--- src/rtl/score_keeper_pkg.sv ---
// Shared encodings and constants for the score keeper slice.
package score_keeper_pkg;

  typedef enum logic [1:0] {
    PLAY    = 2'd0,
    PENALTY = 2'd1,
    OVER    = 2'd2
  } state_t;

  localparam logic [6:0] SEG_BLANK = 7'b1111111;
  localparam int         BCD_W     = 4;

endpackage

--- src/rtl/score_keeper_if.sv ---
// Game-event inputs and score/status/display outputs of the score keeper.
interface score_keeper_if;
  logic        correct_in;
  logic        incorrect_in;
  logic        new_game;
  logic [11:0] score_bcd;
  logic [11:0] high_bcd;
  logic [1:0]  lives;
  logic        game_over;
  logic        in_penalty;
  logic [6:0]  hex0, hex1, hex2, hex3, hex4, hex5;

  modport master (
    output correct_in, incorrect_in, new_game,
    input  score_bcd, high_bcd, lives, game_over, in_penalty,
    input  hex0, hex1, hex2, hex3, hex4, hex5
  );

  modport slave (
    input  correct_in, incorrect_in, new_game,
    output score_bcd, high_bcd, lives, game_over, in_penalty,
    output hex0, hex1, hex2, hex3, hex4, hex5
  );
endinterface

--- src/rtl/score_keeper_hex_decoder.sv ---
// BCD digit to active-low 7-segment pattern {g,f,e,d,c,b,a}; non-decimal codes blank.
module score_keeper_hex_decoder
  import score_keeper_pkg::*;
(
  input  logic [BCD_W-1:0] digit,
  output logic [6:0]       seg
);

  always_comb begin
    seg = SEG_BLANK;
    case (digit)
      4'd0:    seg = 7'b1000000;
      4'd1:    seg = 7'b1111001;
      4'd2:    seg = 7'b0100100;
      4'd3:    seg = 7'b0110000;
      4'd4:    seg = 7'b0011001;
      4'd5:    seg = 7'b0010010;
      4'd6:    seg = 7'b0000010;
      4'd7:    seg = 7'b1111000;
      4'd8:    seg = 7'b0000000;
      4'd9:    seg = 7'b0010000;
      default: seg = SEG_BLANK;
    endcase
  end

endmodule

--- src/rtl/score_keeper.sv ---
// Score, high score, lives and hit-streak bookkeeping with penalty window and game-over.
// state   | meaning
// PLAY    | normal play, hits score and misses cost a life
// PENALTY | misses ignored while the window counts down, hits still score
// OVER    | out of lives, waiting for a new_game edge
module score_keeper
  import score_keeper_pkg::*;
#(
  parameter int LIVES_INIT     = 3,
  parameter int MAX_LIVES      = 3,
  parameter int STREAK_LEN     = 10,
  parameter int PENALTY_CYCLES = 25000000
) (
  input  logic         clock,
  input  logic         resetn,
  score_keeper_if.slave sk
);

  localparam int SW = (STREAK_LEN > 1) ? $clog2(STREAK_LEN) : 1;
  localparam int PW = (PENALTY_CYCLES > 1) ? $clog2(PENALTY_CYCLES) : 1;
  localparam logic [1:0]    LIVES_RST   = 2'(LIVES_INIT);
  localparam logic [1:0]    LIVES_MAX   = 2'(MAX_LIVES);
  localparam logic [SW-1:0] STREAK_LAST = SW'(STREAK_LEN - 1);
  localparam logic [PW-1:0] PEN_LOAD    = PW'(PENALTY_CYCLES - 1);

  state_t        state;
  logic [SW-1:0] streak;
  logic [PW-1:0] pen_cnt;
  logic          correct_q, incorrect_q, new_game_q;
  logic [11:0]   score, high;
  logic [1:0]    lives;
  logic          game_over_r, in_penalty_r;

  logic          ev_correct, ev_incorrect, ev_new_game;
  logic [11:0]   score_next;
  logic [SW-1:0] streak_hit;
  logic [1:0]    lives_hit;

  assign ev_correct   = sk.correct_in   & ~correct_q;
  assign ev_incorrect = sk.incorrect_in & ~incorrect_q;
  assign ev_new_game  = sk.new_game     & ~new_game_q;

  // BCD increment with ripple carry, holding at 999
  always_comb begin
    score_next = score;
    if (score != 12'h999) begin
      if (score[3:0] != 4'd9) begin
        score_next[3:0] = score[3:0] + 4'd1;
      end else begin
        score_next[3:0] = 4'd0;
        if (score[7:4] != 4'd9) begin
          score_next[7:4] = score[7:4] + 4'd1;
        end else begin
          score_next[7:4]  = 4'd0;
          score_next[11:8] = score[11:8] + 4'd1;
        end
      end
    end
  end

  always_comb begin
    streak_hit = streak + SW'(1);
    lives_hit  = lives;
    if (streak == STREAK_LAST) begin
      streak_hit = '0;
      if (lives < LIVES_MAX) lives_hit = lives + 2'd1;
    end
  end

  always_ff @(posedge clock or negedge resetn) begin
    if (!resetn) begin
      state        <= PLAY;
      streak       <= '0;
      pen_cnt      <= '0;
      correct_q    <= 1'b0;
      incorrect_q  <= 1'b0;
      new_game_q   <= 1'b0;
      score        <= '0;
      high         <= '0;
      lives        <= LIVES_RST;
      game_over_r  <= 1'b0;
      in_penalty_r <= 1'b0;
    end else begin
      correct_q   <= sk.correct_in;
      incorrect_q <= sk.incorrect_in;
      new_game_q  <= sk.new_game;
      case (state)
        PLAY: begin
          if (ev_incorrect) begin
            streak <= '0;
            lives  <= lives - 2'd1;
            if (lives == 2'd1) begin
              state       <= OVER;
              game_over_r <= 1'b1;
              if (score > high) high <= score;
            end else begin
              state        <= PENALTY;
              in_penalty_r <= 1'b1;
              pen_cnt      <= PEN_LOAD;
            end
          end else if (ev_correct) begin
            score  <= score_next;
            streak <= streak_hit;
            lives  <= lives_hit;
          end
        end
        PENALTY: begin
          if (ev_correct) begin
            score  <= score_next;
            streak <= streak_hit;
            lives  <= lives_hit;
          end
          if (pen_cnt == '0) begin
            state        <= PLAY;
            in_penalty_r <= 1'b0;
          end else begin
            pen_cnt <= pen_cnt - PW'(1);
          end
        end
        OVER: begin
          if (ev_new_game) begin
            state       <= PLAY;
            score       <= '0;
            lives       <= LIVES_RST;
            streak      <= '0;
            game_over_r <= 1'b0;
          end
        end
        default: state <= PLAY;
      endcase
    end
  end

  assign sk.score_bcd  = score;
  assign sk.high_bcd   = high;
  assign sk.lives      = lives;
  assign sk.game_over  = game_over_r;
  assign sk.in_penalty = in_penalty_r;

  score_keeper_hex_decoder u_hex0 (.digit(score[BCD_W-1:0]),         .seg(sk.hex0));
  score_keeper_hex_decoder u_hex1 (.digit(score[2*BCD_W-1:BCD_W]),   .seg(sk.hex1));
  score_keeper_hex_decoder u_hex2 (.digit(score[3*BCD_W-1:2*BCD_W]), .seg(sk.hex2));
  score_keeper_hex_decoder u_hex3 (.digit(high[BCD_W-1:0]),          .seg(sk.hex3));
  score_keeper_hex_decoder u_hex4 (.digit(high[2*BCD_W-1:BCD_W]),    .seg(sk.hex4));
  score_keeper_hex_decoder u_hex5 (.digit(high[3*BCD_W-1:2*BCD_W]),  .seg(sk.hex5));

endmodule
--- src/flat_wrapper.sv ---
// flat-port wrapper written by rule: the top's interface ports become plain ports
module score_keeper_flat import score_keeper_pkg::*;
#(
  parameter int LIVES_INIT     = 3,
  parameter int MAX_LIVES      = 3,
  parameter int STREAK_LEN     = 10,
  parameter int PENALTY_CYCLES = 25000000
)
  (clock, resetn, sk_correct_in, sk_incorrect_in, sk_new_game, sk_score_bcd, sk_high_bcd, sk_lives, sk_game_over, sk_in_penalty, sk_hex0, sk_hex1, sk_hex2, sk_hex3, sk_hex4, sk_hex5);
  score_keeper_if sk_i ();
  input  logic clock;
  input  logic resetn;
  input wire logic [$bits(sk_i.correct_in)-1:0] sk_correct_in;
  input wire logic [$bits(sk_i.incorrect_in)-1:0] sk_incorrect_in;
  input wire logic [$bits(sk_i.new_game)-1:0] sk_new_game;
  output wire logic [$bits(sk_i.score_bcd)-1:0] sk_score_bcd;
  output wire logic [$bits(sk_i.high_bcd)-1:0] sk_high_bcd;
  output wire logic [$bits(sk_i.lives)-1:0] sk_lives;
  output wire logic [$bits(sk_i.game_over)-1:0] sk_game_over;
  output wire logic [$bits(sk_i.in_penalty)-1:0] sk_in_penalty;
  output wire logic [$bits(sk_i.hex0)-1:0] sk_hex0;
  output wire logic [$bits(sk_i.hex1)-1:0] sk_hex1;
  output wire logic [$bits(sk_i.hex2)-1:0] sk_hex2;
  output wire logic [$bits(sk_i.hex3)-1:0] sk_hex3;
  output wire logic [$bits(sk_i.hex4)-1:0] sk_hex4;
  output wire logic [$bits(sk_i.hex5)-1:0] sk_hex5;
  assign sk_i.correct_in = sk_correct_in;
  assign sk_i.incorrect_in = sk_incorrect_in;
  assign sk_i.new_game = sk_new_game;
  assign sk_score_bcd = sk_i.score_bcd;
  assign sk_high_bcd = sk_i.high_bcd;
  assign sk_lives = sk_i.lives;
  assign sk_game_over = sk_i.game_over;
  assign sk_in_penalty = sk_i.in_penalty;
  assign sk_hex0 = sk_i.hex0;
  assign sk_hex1 = sk_i.hex1;
  assign sk_hex2 = sk_i.hex2;
  assign sk_hex3 = sk_i.hex3;
  assign sk_hex4 = sk_i.hex4;
  assign sk_hex5 = sk_i.hex5;
  score_keeper #(.LIVES_INIT(LIVES_INIT), .MAX_LIVES(MAX_LIVES), .STREAK_LEN(STREAK_LEN), .PENALTY_CYCLES(PENALTY_CYCLES)) u_core (.clock(clock), .resetn(resetn), .sk(sk_i));
endmodule
--- config.mk ---
export PLATFORM = sky130hd
export DESIGN_NAME = score_keeper_flat
export DESIGN_NICKNAME = d
export VERILOG_FILES = /design/src/rtl/score_keeper_pkg.sv /design/src/rtl/score_keeper_if.sv /design/src/rtl/score_keeper_hex_decoder.sv /design/src/rtl/score_keeper.sv /design/src/flat_wrapper.sv
export SDC_FILE = /design/constraint.sdc
export NUM_CORES = 1
export LEC_CHECK = 0
export ABC_CLOCK_PERIOD_IN_PS = 2750
export CAP_MARGIN = 10
export CELL_PAD_IN_SITES_DETAIL_PLACEMENT = 0
export CELL_PAD_IN_SITES_GLOBAL_PLACEMENT = 1
export CORE_MARGIN = 2
export CORE_UTILIZATION = 38
export CTS_BUF_LIST = sky130_fd_sc_hd__clkbuf_8
export CTS_CLUSTER_SIZE = 25
export DETAILED_ROUTE_END_ITERATION = 6
export GPL_TIMING_DRIVEN = 0
export PLACE_DENSITY = 0.8
export SLEW_MARGIN = 20
export SYNTH_ARGS = -nofsm -noshare
export SYNTH_HDL_FRONTEND = slang
export SYNTH_SLANG_ARGS = --single-unit
--- constraint.sdc ---
create_clock -name clock -period 2.75 [get_ports clock]
set_input_delay 0.275 -clock clock [delete_from_list [all_inputs] [get_ports clock]]
set_output_delay 0.275 -clock clock [all_outputs]
set_load 0.005 [all_outputs]
; Word-level counts from Yosys, hierarchy flattened
; Memory sizes are Yosys's and may differ from the RTL's.
; Cells that the tools add are included.
[op_classes]
n_addsub = 7
n_lt_le_gt_ge = 2
n_eq_ne = 14
muxes = 37
n_bitwise = 6
n_reduce_logical = 12
[ops]
columns = operator, count
row1 = $mux W25, 3
row2 = $pmux W25 S2, 1
row3 = $mux W12, 4
row4 = $pmux W12 S3, 1
row5 = $mux W4, 7
row6 = $logic_not A25 Y1, 1
row7 = $sub A25 B1 Y25 const B, 1
row8 = $mux W2, 9
row9 = $add A4 B1 Y4 const B, 4
row10 = $reduce_and A4 Y1, 4
row11 = $gt A12 B12 Y1, 1
row12 = $ne A12 B12 Y1 const B, 1
row13 = $pmux W2 S3, 2
row14 = $pmux W4 S3, 1
row15 = $mux W8, 1
row16 = $ne A2 B1 Y1 const B, 4
row17 = $ne A4 B4 Y1 const B, 2
row18 = $mux W1, 6
row19 = $ne A2 B2 Y1 const B, 3
row20 = $reduce_and A3 Y1, 2
row21 = $eq A2 B1 Y1 const B, 2
row22 = $eq A4 B4 Y1 const B, 1
row23 = $pmux W1 S2, 2
row24 = $reduce_bool A2 Y1, 2
row25 = 9 further kinds, 13
[totals]
register_bits = 62
rom_bits = 672
input_bits = 5
out_inout_bits = 70
word_cells = 95
mem_count = 6
[mem_list]
columns = memory, words, width, rd, rd_ports_with_merged_regs, write_ports, line
row1 = (no name shown), 16, 7, 1, 0, 0, score_keeper_hex_decoder.sv:11  ; case (digit)
row2 = (no name shown), 16, 7, 1, 0, 0, score_keeper_hex_decoder.sv:11
row3 = (no name shown), 16, 7, 1, 0, 0, score_keeper_hex_decoder.sv:11
row4 = (no name shown), 16, 7, 1, 0, 0, score_keeper_hex_decoder.sv:11
row5 = (no name shown), 16, 7, 1, 0, 0, score_keeper_hex_decoder.sv:11
row6 = (no name shown), 16, 7, 1, 0, 0, score_keeper_hex_decoder.sv:11

; Longest topological paths before layout
; Gate-level depths: netlist (run 1).
[depth]
ltp_word = 7
mapped_depth = 9
mapped_depth_nobuf = 7

; Cells and area by module
; Synthesis (run 1) repeated with hierarchy kept, for this count alone.
[hier_totals]
hier_cells = 585
hier_area_um2 = 4979.8
[modules_own_cells]
columns = module, instances, cells_per_inst, area_each_um2, seq_area_each_um2
row1 = score_keeper, 1, 387, 3718.6, 1554.0
row2 = score_keeper_hex_decoder, 6, 33, 210.2, 0.0

; Worst setup path before layout (run 1)
; No wires, ideal clock.
[synth_path]
path_kind = register to register
start = reg u_core.high[11], in the netlist u_core.sk.high_bcd[11]
end = reg u_core.high[11], in the netlist u_core.sk.high_bcd[11]
setup_time_ns = 0.125
t_arrival_ns = 2.606
required_ns = 2.625
setup_slack_ns = 0.019
stages_incl_launch_ff = 10
n_path_buf = 2
period_less_slack_ns = 2.731
path_cell_list = dfrtp_1 > clkbuf_1 > inv_1 > ha_1 > nand2_1 > o211ai_1 > or4b_2 > a21oi_1 > buf_4 > mux2_2
[synth_via]
elab_chain_len = 2
[synth_lines]
columns = element, line
row1 = start: declaration, score_keeper.sv:30  ; logic [11:0] score, high;
row2 = start signal: assignment, score_keeper.sv:95  ; if (score > high) high <= score;
row3 = $gt A12 B12 Y1, score_keeper.sv:95
row4 = $reduce_and A4 Y1 (no line), --
; No other way between the ends.
; A chain may end at the register's enable or synchronous reset.

; Worst setup path in the final report (run 1)
[layout_path]
start = reg u_core.high[3], in the netlist u_core.sk.high_bcd[3]
end = reg u_core.high[6], in the netlist u_core.sk.high_bcd[6]
; Same word-level chain as after synthesis.

==> impl_table.tex, run 1 <==
\begin{tabular}{lr}
\hline
Metric & Value \\
\hline
\multicolumn{2}{l}{\textbf{Outcome}} \\
\quad Result of the run & finished, final reports clean \\
\multicolumn{2}{l}{\textbf{Clocking}} \\
\quad TritonCTS clock tree & done \\
\quad Number of buffers between clock root and the deepest sink & 2 \\
\quad Number of sinks driven by the clock tree & 62 \\
\quad Source-to-sink clock delay at the later pin of the worst-skew pair & 0.34 ns \\
\quad Inserted Clock Buffers & 9 \\
\quad Root buffer selected by CTS & sky130\_fd\_sc\_hd\_\_clkbuf\_8 \\
\quad H-Tree Level Count & 3 \\
\quad Clock edge transition at the registers on the reported setup and hold paths & 0.07 ns \\
\multicolumn{2}{l}{\textbf{Layout}} \\
\quad Area grow syn2layout & 26.9\% \\
\quad Ratio of cells with drive above 1 in the final layout & 0.108 \\
\quad Post-Route Utilization & 0.493 \\
\quad Net total in the final layout & 688 \\
\quad N\_diodes & 0 \\
\multicolumn{2}{l}{\textbf{Logic synthesis}} \\
\quad Top cells by area in the synthesized netlist & sky130\_fd\_sc\_hd\_\_dfrtp\_1 32\%, sky130\_fd\_sc\_hd\_\_ha\_1 14\%, sky130\_fd\_sc\_hd\_\_o21ai\_0 6.1\%, sky130\_fd\_sc\_hd\_\_nand2\_1 4.4\%, sky130\_fd\_sc\_hd\_\_a21oi\_1 4.3\% \\
\quad Post-synth EDFFs & 0 \\
\quad Top cell type by total area after synthesis & sky130\_fd\_sc\_hd\_\_dfrtp\_1 \\
\quad Most instantiated library cell after synthesis & sky130\_fd\_sc\_hd\_\_dfrtp\_1 \\
\quad Number of unique standard cell types used by synthesis & 60 \\
\quad Commonest cells in the netlist & 60 x sky130\_fd\_sc\_hd\_\_dfrtp\_1, 57 x sky130\_fd\_sc\_hd\_\_o21ai\_0, 55 x sky130\_fd\_sc\_hd\_\_nand2\_1 \\
\quad Seq cells post-synth & 62 \\
\quad Async S/R FF share, synth & 1.00 \\
\quad Post-synthesis instance total & 545 \\
\quad Post-synthesis average cell area & 8.57 um2 \\
\quad Main synth FF type & sky130\_fd\_sc\_hd\_\_dfrtp\_1 \\
\quad Sequential share of the synthesized area & 0.333 \\
\quad Fraction of post-synthesis cell area in the top cell type by area & 0.321 \\
\quad Net count of the mapped netlist & 602 \\
\quad Syn Std Cell Area & 0.00467 mm2 \\
\quad Warnings, synthesis & 0 \\
\multicolumn{2}{l}{\textbf{Drt}} \\
\quad Post-route DRC violation count & 0 \\
\quad Number of vias after detailed routing & 4330 \\
\quad Pre-Repair DR Iteration Count & 4 \\
\quad Post-DRT Antenna Nets & 0 \\
\quad Average wire per cell in the routed design & 15.0 um \\
\quad Via/cell ratio & 5.53 \\
\quad Wire length after detailed routing & 11700 um \\
\quad Count of routing violations after the opening detailed-route iteration & 282 \\
\multicolumn{2}{l}{\textbf{STA}} \\
\quad RSZ-0062 raised after global routing & true \\
\quad Final Slew Violations & 0 \\
\quad Final setup violation count & 0 \\
\quad Ratio of final minimum period to clock period & 0.962 \\
\quad Final critical path time including I/O delays and setup & 2.65 ns \\
\quad Clock skew after layout & 0.0102 ns \\
\quad Slew at the pin with the worst max-slew slack & 0.744 ns \\
\quad Highest Clock Rate & 378 MHz \\
\quad Relative slew slack & 0.501 \\
\quad Worst Slack Setup Final & 0.104 ns \\
\quad Final-layout setup total negative slack & 0 ns \\
\quad Final Hold Viols & 0 \\
\multicolumn{2}{l}{\textbf{Critical path}} \\
\quad Crit path arrival time & 2.86 ns \\
\quad Kind of cell adding the most delay to the critical path & simple AND/OR/NAND/NOR gates \\
\quad Worst endpoint required time & 2.97 ns \\
\quad Critical path, cell by cell & clkinvlp\_4 -> ha\_1 -> nand4\_1 -> nor3\_1 -> or4b\_2 -> a21oi\_4 -> buf\_6 -> mux2\_2 \\
\quad FF-to-FF path depth & 8 \\
\quad Critical register-to-register path startpoint & u\_core.sk.high\_bcd[3] \\
\quad Buffers plus inverters on the worst setup path & 2 \\
\quad Timing startpoint of the critical path & u\_core.sk.high\_bcd[3] \\
\quad Library cell contributing the largest single delay on the critical path & sky130\_fd\_sc\_hd\_\_or4b\_2 \\
\quad Crit Path Max Fanout & 10 \\
\quad Largest stage delay on the critical path & 0.65 ns \\
\quad Nature of the critical path startpoint & register \\
\quad Setup crit end kind & register \\
\quad Endpoint of the most critical register-to-register path & u\_core.sk.high\_bcd[6] \\
\quad Reg2reg setup slack & 0.10 ns \\
\quad Critical path class & reg2reg \\
\multicolumn{2}{l}{\textbf{Placement}} \\
\quad Count of input and output buffers & 74 \\
\quad Place WS & -0.409 ns \\
\quad RePlAce Congestion & 0.880 \\
\quad Sum of net half-perimeters after detailed placement & 8800 um \\
\multicolumn{2}{l}{\textbf{Global route}} \\
\quad Pin count of the biggest net entering global routing & 38 \\
\quad Initial antenna violation count & 0 \\
\quad Global route overflow & 0 \\
\quad Via count of the first global-routing pass & 4157 \\
\quad First-pass GRT wire length & 19700 um \\
\quad GRT Resource Usage Total & 0.182 \\
\multicolumn{2}{l}{\textbf{Pwr}} \\
\quad Power Density & 1000 mW/mm2 \\
\quad IR drop worst, VDD & 0.417 mV \\
\quad Cell leakage power & 2.46 nW \\
\multicolumn{2}{l}{\textbf{Flow run}} \\
\quad Max-capacitance violation count & 0 \\
\multicolumn{2}{l}{\textbf{Hold path}} \\
\quad Hold Crit Class & in2async \\
\multicolumn{2}{l}{\textbf{Die}} \\
\quad Core box area & 0.0120 mm2 \\
\quad Die Area & 0.0132 mm2 \\
\quad Std-Cell Rows & 40 \\
\quad Starting density of the core & 0.389 \\
\quad Height of the die & 115 um \\
\quad Num ports & 75 \\
\quad Die Wd & 115 um \\
\hline
\end{tabular}
[placed cells by master (no fill, tap or decap), drive strengths merged, types with 3 or more instances in the layout]
| master | Yosys | final |
|---|---|---|
| a21oi | 40 | 40 |
| inv | 32 | 32 |
| nor4 | 6 | 6 |
| nor3 | 12 | 12 |
| a31oi | 10 | 10 |
| xor2 | 6 | 6 |
| ha | 52 | 52 |
| dfrtp | 60 | 60 |
| o21ai | 58 | 58 |
| or2 | 9 | 9 |
| o211ai | 5 | 5 |
| clkbuf | 18 | 23 |
| and3b | 4 | 4 |
| a22oi | 4 | 4 |
| nand2b | 16 | 16 |
| mux2 | 4 | 4 |
| a211oi | 5 | 5 |
| nand4 | 5 | 5 |
| nand3 | 18 | 18 |
| o41ai | 4 | 4 |
| clkdlybuf4s50 | 0 | 73 |
| nor2b | 4 | 4 |
| or3 | 16 | 16 |
| nand2 | 55 | 55 |
| nor2 | 38 | 38 |
| or4 | 8 | 8 |
| mux2i | 15 | 15 |
| o31ai | 7 | 7 |
| buf | 3 | 10 |
| o2111ai | 3 | 3 |
[worst max-delay path by stage]
stage,cells past startpoint,end,slack (ns)
6_report,8,u_core.sk.high_bcd[6],0.10
5_1_grt,8,u_core.sk.high_bcd[6],-0.01
4_1_cts,8,u_core.sk.high_bcd[6],0.02
3_5_place_dp,9,u_core.sk.high_bcd[6],-0.41
3_3_place_gp,1,u_core.sk.high_bcd[11],-0.72
2_1_floorplan,9,u_core.sk.high_bcd[11],0.02
[state kept, by name, summed over array words and instances, names as in the netlist]
name	count
u_core.correct_q	1
u_core.incorrect_q	1
u_core.new_game_q	1
u_core.pen_cnt	25
u_core.sk.game_over	1
u_core.sk.high_bcd	12
u_core.sk.in_penalty	1
u_core.sk.lives	2
u_core.sk.score_bcd	12
u_core.state	2
u_core.streak	4
[report_power, final]
| group | switching [mW] | internal, mW | total [mW] |
|---|---|---|---|
| clock network | 0.379 | 0.560 | 0.939 |
| registers | 0.400 | 1.18 | 1.58 |
| logic | 1.64 | 1.78 | 3.42 |
[per-stage QoR]
step,cells,power (mW),hold WS (ns),instance area (um2)
floorplan,545,3.32,-0.0206,4670
global placement,766,4.90,0.501,5600
detailed placement,767,4.97,0.208,5620
CTS,781,5.93,0.379,5870
global route,783,6.49,0.390,5930
finish,783,5.94,0.383,5930
[logic make-up after synthesis]
group / after synthesis / share of synthesized area
xor+xnor: 6 / 0.0113
fa+ha+maj: 52 / 0.139
mux: 19 / 0.0418
compound gates: 151 / 0.199
flops: 62 / 0.333
buf+inv: 54 / 0.0463
simple gates: 201 / 0.229
[cell type report]
| type | instances | area (um2) |
|---|---|---|
| tap | 147 | 184 |
| buffer | 15 | 73.8 |
| multi-input combinational | 429 | 2940 |
| timing repair buffer | 81 | 806 |
| fill | 1148 | 6090 |
| clock buffer | 11 | 151 |
| inverter | 33 | 128 |
| clock inverter | 5 | 81.3 |
| sequential | 62 | 1560 |
[per-layer routing]
layer  part of all wire  vias to the layer above  routed length, um  track usage
met5                  0                        -                  0            0
met4              0.012                        0                143       0.0578
met2               0.48                       91               5670        0.309
li1                   -                     2150                  -            -
met3              0.036                       11                417       0.0237
met1               0.47                     2078               5500        0.242
[repair_timing]
item | in CTS | in global routing
gates resized for setup | 5 | 14
pin swaps | 2 | 2
buffers inserted | 2 | 3
hold buffers | 1 | 0
endpoints found under the setup margin | 14 | 18
hold endpoints to repair | 23 | 0
(Power assumes the default switching activity.)
==> run 2, diff against run 1 <==
ABC_CLOCK_PERIOD_IN_PS = 3400   (was 2750)
CORE_UTILIZATION = 45   (was 38)
PLACE_DENSITY = 0.89   (was 0.8)
clock period = 3.4 ns   (was 2.75 ns; I/O delays follow)
==> run 2 against run 1 <==
Effect of this change:
- maximum frequency shrank 13%
- first-iteration DRC count shrank 26%
- cell count shrank 1.3%
- critical path depth grew 1
- sequential cell count is the same
- critical path type unchanged
- largest cell class unchanged
- highest routed layer unchanged
==> impl_table.tex, run 2 (synthesis gave the netlist of run 1 again) <==
\begin{tabular}{lr}
\hline
Metric & Value \\
\hline
\multicolumn{2}{l}{\textbf{Drt}} \\
\quad Count of routing violations after the opening detailed-route iteration & 210 \\
\quad Number of vias after detailed routing & 4318 \\
\quad Wire length after detailed routing & 11200 um \\
\quad Via/cell ratio & 5.59 \\
\quad Post-route DRC violation count & 0 \\
\quad Average wire per cell in the routed design & 14.5 um \\
\quad Post-DRT Antenna Nets & 0 \\
\quad Pre-Repair DR Iteration Count & 4 \\
\multicolumn{2}{l}{\textbf{STA}} \\
\quad Tightest hold margin & 0.384 ns \\
\quad Final critical path time including I/O delays and setup & 3.05 ns \\
\quad Ratio of final minimum period to clock period & 0.898 \\
\quad Clock skew after layout & 0.0104 ns \\
\quad RSZ-0062 raised after global routing & false \\
\quad Highest Clock Rate & 327 MHz \\
\quad Final Hold Viols & 0 \\
\quad Final Slew Violations & 0 \\
\quad Final setup violation count & 0 \\
\quad Slew at the pin with the worst max-slew slack & 0.736 ns \\
\quad Final-layout setup total negative slack & 0 ns \\
\quad Relative slew slack & 0.507 \\
\quad Worst Slack Setup Final & 0.346 ns \\
\multicolumn{2}{l}{\textbf{Global route}} \\
\quad Global route overflow & 0 \\
\quad GRT Resource Usage Total & 0.202 \\
\quad Via count of the first global-routing pass & 4131 \\
\quad Pin count of the biggest net entering global routing & 53 \\
\quad First-pass GRT wire length & 18900 um \\
\quad Initial antenna violation count & 0 \\
\multicolumn{2}{l}{\textbf{Placement}} \\
\quad Place WS & 0.334 ns \\
\quad RePlAce Congestion & 0.867 \\
\quad Sum of net half-perimeters after detailed placement & 8530 um \\
\quad Count of input and output buffers & 74 \\
\quad Placed Area & 0.00561 mm2 \\
\quad Cell total after placement & 756 \\
\multicolumn{2}{l}{\textbf{Clocking}} \\
\quad Source-to-sink clock delay at the later pin of the worst-skew pair & 0.34 ns \\
\quad H-Tree Level Count & 3 \\
\quad Clock edge transition at the registers on the reported setup and hold paths & 0.07 ns \\
\quad Buffer count from post-CTS setup fixing & 0 \\
\quad Number of sinks driven by the clock tree & 62 \\
\quad TritonCTS clock tree & done \\
\quad Root buffer selected by CTS & sky130\_fd\_sc\_hd\_\_clkbuf\_8 \\
\quad Number of buffers between clock root and the deepest sink & 2 \\
\quad Inserted Clock Buffers & 9 \\
\multicolumn{2}{l}{\textbf{Critical path}} \\
\quad Crit Path Max Fanout & 10 \\
\quad Critical path class & reg2reg \\
\quad Reg2reg setup slack & 0.35 ns \\
\quad Worst endpoint required time & 3.62 ns \\
\quad Nature of the critical path startpoint & register \\
\quad Setup crit end kind & register \\
\quad Crit path arrival time & 3.28 ns \\
\multicolumn{2}{l}{\textbf{Layout}} \\
\quad Non-filler instance count after layout & 773 \\
\quad Net total in the final layout & 689 \\
\quad Most frequent standard cell in the layout excluding fill and tap cells & sky130\_fd\_sc\_hd\_\_clkdlybuf4s50\_1 \\
\quad N\_diodes & 0 \\
\quad Final instance area & 0.00587 mm2 \\
\quad Post-Route Utilization & 0.576 \\
\quad Ratio of cells with drive above 1 in the final layout & 0.0754 \\
\quad Area grow syn2layout & 25.7\% \\
\quad Flip-flop count of the largest register after layout & 25 \\
\quad Most used cells in the layout excluding fill and tap cells & 73 x sky130\_fd\_sc\_hd\_\_clkdlybuf4s50\_1, 60 x sky130\_fd\_sc\_hd\_\_dfrtp\_1, 57 x sky130\_fd\_sc\_hd\_\_o21ai\_0 \\
\quad Register name with the most flops & u\_core.pen\_cnt \\
\quad FF/Latch Area & 0.00155 mm2 \\
\quad Total area of multi-input combinational cells & 0.00291 mm2 \\
\quad FILL cells & 916 \\
\multicolumn{2}{l}{\textbf{Die}} \\
\quad Die Wd & 106 um \\
\quad Num ports & 75 \\
\quad Die Area & 0.0112 mm2 \\
\quad Height of the die & 106 um \\
\quad Std-Cell Rows & 37 \\
\quad Core box area & 0.0102 mm2 \\
\quad Starting density of the core & 0.459 \\
\multicolumn{2}{l}{\textbf{Hold path}} \\
\quad Hold Crit Class & in2async \\
\multicolumn{2}{l}{\textbf{Pwr}} \\
\quad Total Power Consumption & 4.80 mW \\
\quad IR drop worst, VDD & 0.524 mV \\
\quad Power Density & 818 mW/mm2 \\
\quad Cell leakage power & 2.47 nW \\
\multicolumn{2}{l}{\textbf{Outcome}} \\
\quad Result of the run & finished, final reports clean \\
\multicolumn{2}{l}{\textbf{Flow run}} \\
\quad Max-capacitance violation count & 0 \\
\hline
\end{tabular}
==> run 2: changes by cell type in the layout (fill, tap and decap cells not counted), moves of 2 or more <==
cell                         before  now
sky130_fd_sc_hd__dfrtp_1         52   60
sky130_fd_sc_hd__dfrtp_2          8    0
sky130_fd_sc_hd__clkbuf_1        11   17
sky130_fd_sc_hd__buf_4            6    2
sky130_fd_sc_hd__inv_1           31   34
sky130_fd_sc_hd__clkinvlp_4       2    0
==> run 2: layer usage <==
metal,up-vias,global-route usage,share of wire
met5,-,0,0
met4,0,0.0479,0.013
met3,15,0.0383,0.041
met2,88,0.348,0.48
met1,2063,0.261,0.47
li1,2152,-,-
==> run 2: critical path, stage by stage (launching register included) <==
cell and delay (ns):
sky130_fd_sc_hd__dfrtp_1 0.35, sky130_fd_sc_hd__clkbuf_1 0.29, sky130_fd_sc_hd__inv_1 0.19, sky130_fd_sc_hd__ha_1 0.36, sky130_fd_sc_hd__nand2_1 0.07, sky130_fd_sc_hd__o211ai_1 0.16, sky130_fd_sc_hd__or4b_2 0.59, sky130_fd_sc_hd__a21oi_1 0.28
sky130_fd_sc_hd__buf_4 0.28, sky130_fd_sc_hd__mux2_2 0.36
==> run 2: worst paths after layout <==
check / startpoint / endpoint / cells after the start
worst min-delay path: resetn / u_core.sk.high_bcd[3] / 2
worst min register to register: u_core.sk.in_penalty / u_core.sk.in_penalty / 2
max in group asynchronous: resetn / u_core.sk.lives[0] / 3
worst max register to register: u_core.sk.high_bcd[11] / u_core.sk.high_bcd[11] / 9
worst max-delay path: u_core.sk.high_bcd[11] / u_core.sk.high_bcd[11] / 9
min in group clock: sk_new_game / u_core.new_game_q / 1
==> run 2: timing repair <==
item / 4_1_cts / 5_1_grt
endpoints found under the hold margin: 10 / 0
gates resized for setup: 0 / 0
hold buffers: 1 / 0
setup endpoints to repair: 0 / 0
==> run 2: where the power goes <==
group | switching (mW) | total [mW] | internal (mW)
clock network | 0.285 | 0.808 | 0.522
registers | 0.289 | 1.24 | 0.950
logic | 1.33 | 2.75 | 1.42
==> run 2: area by class of cell <==
class / instances / share of cell area
multi-input cells: 429 / 0.495
repair buffers: 76 / 0.132
clock buffers: 11 / 0.0258
well taps: 136 / 0.0290
clock inverters: 5 / 0.0166
flip-flops and latches: 62 / 0.265
inverters: 33 / 0.0211
plain buffers: 21 / 0.0158
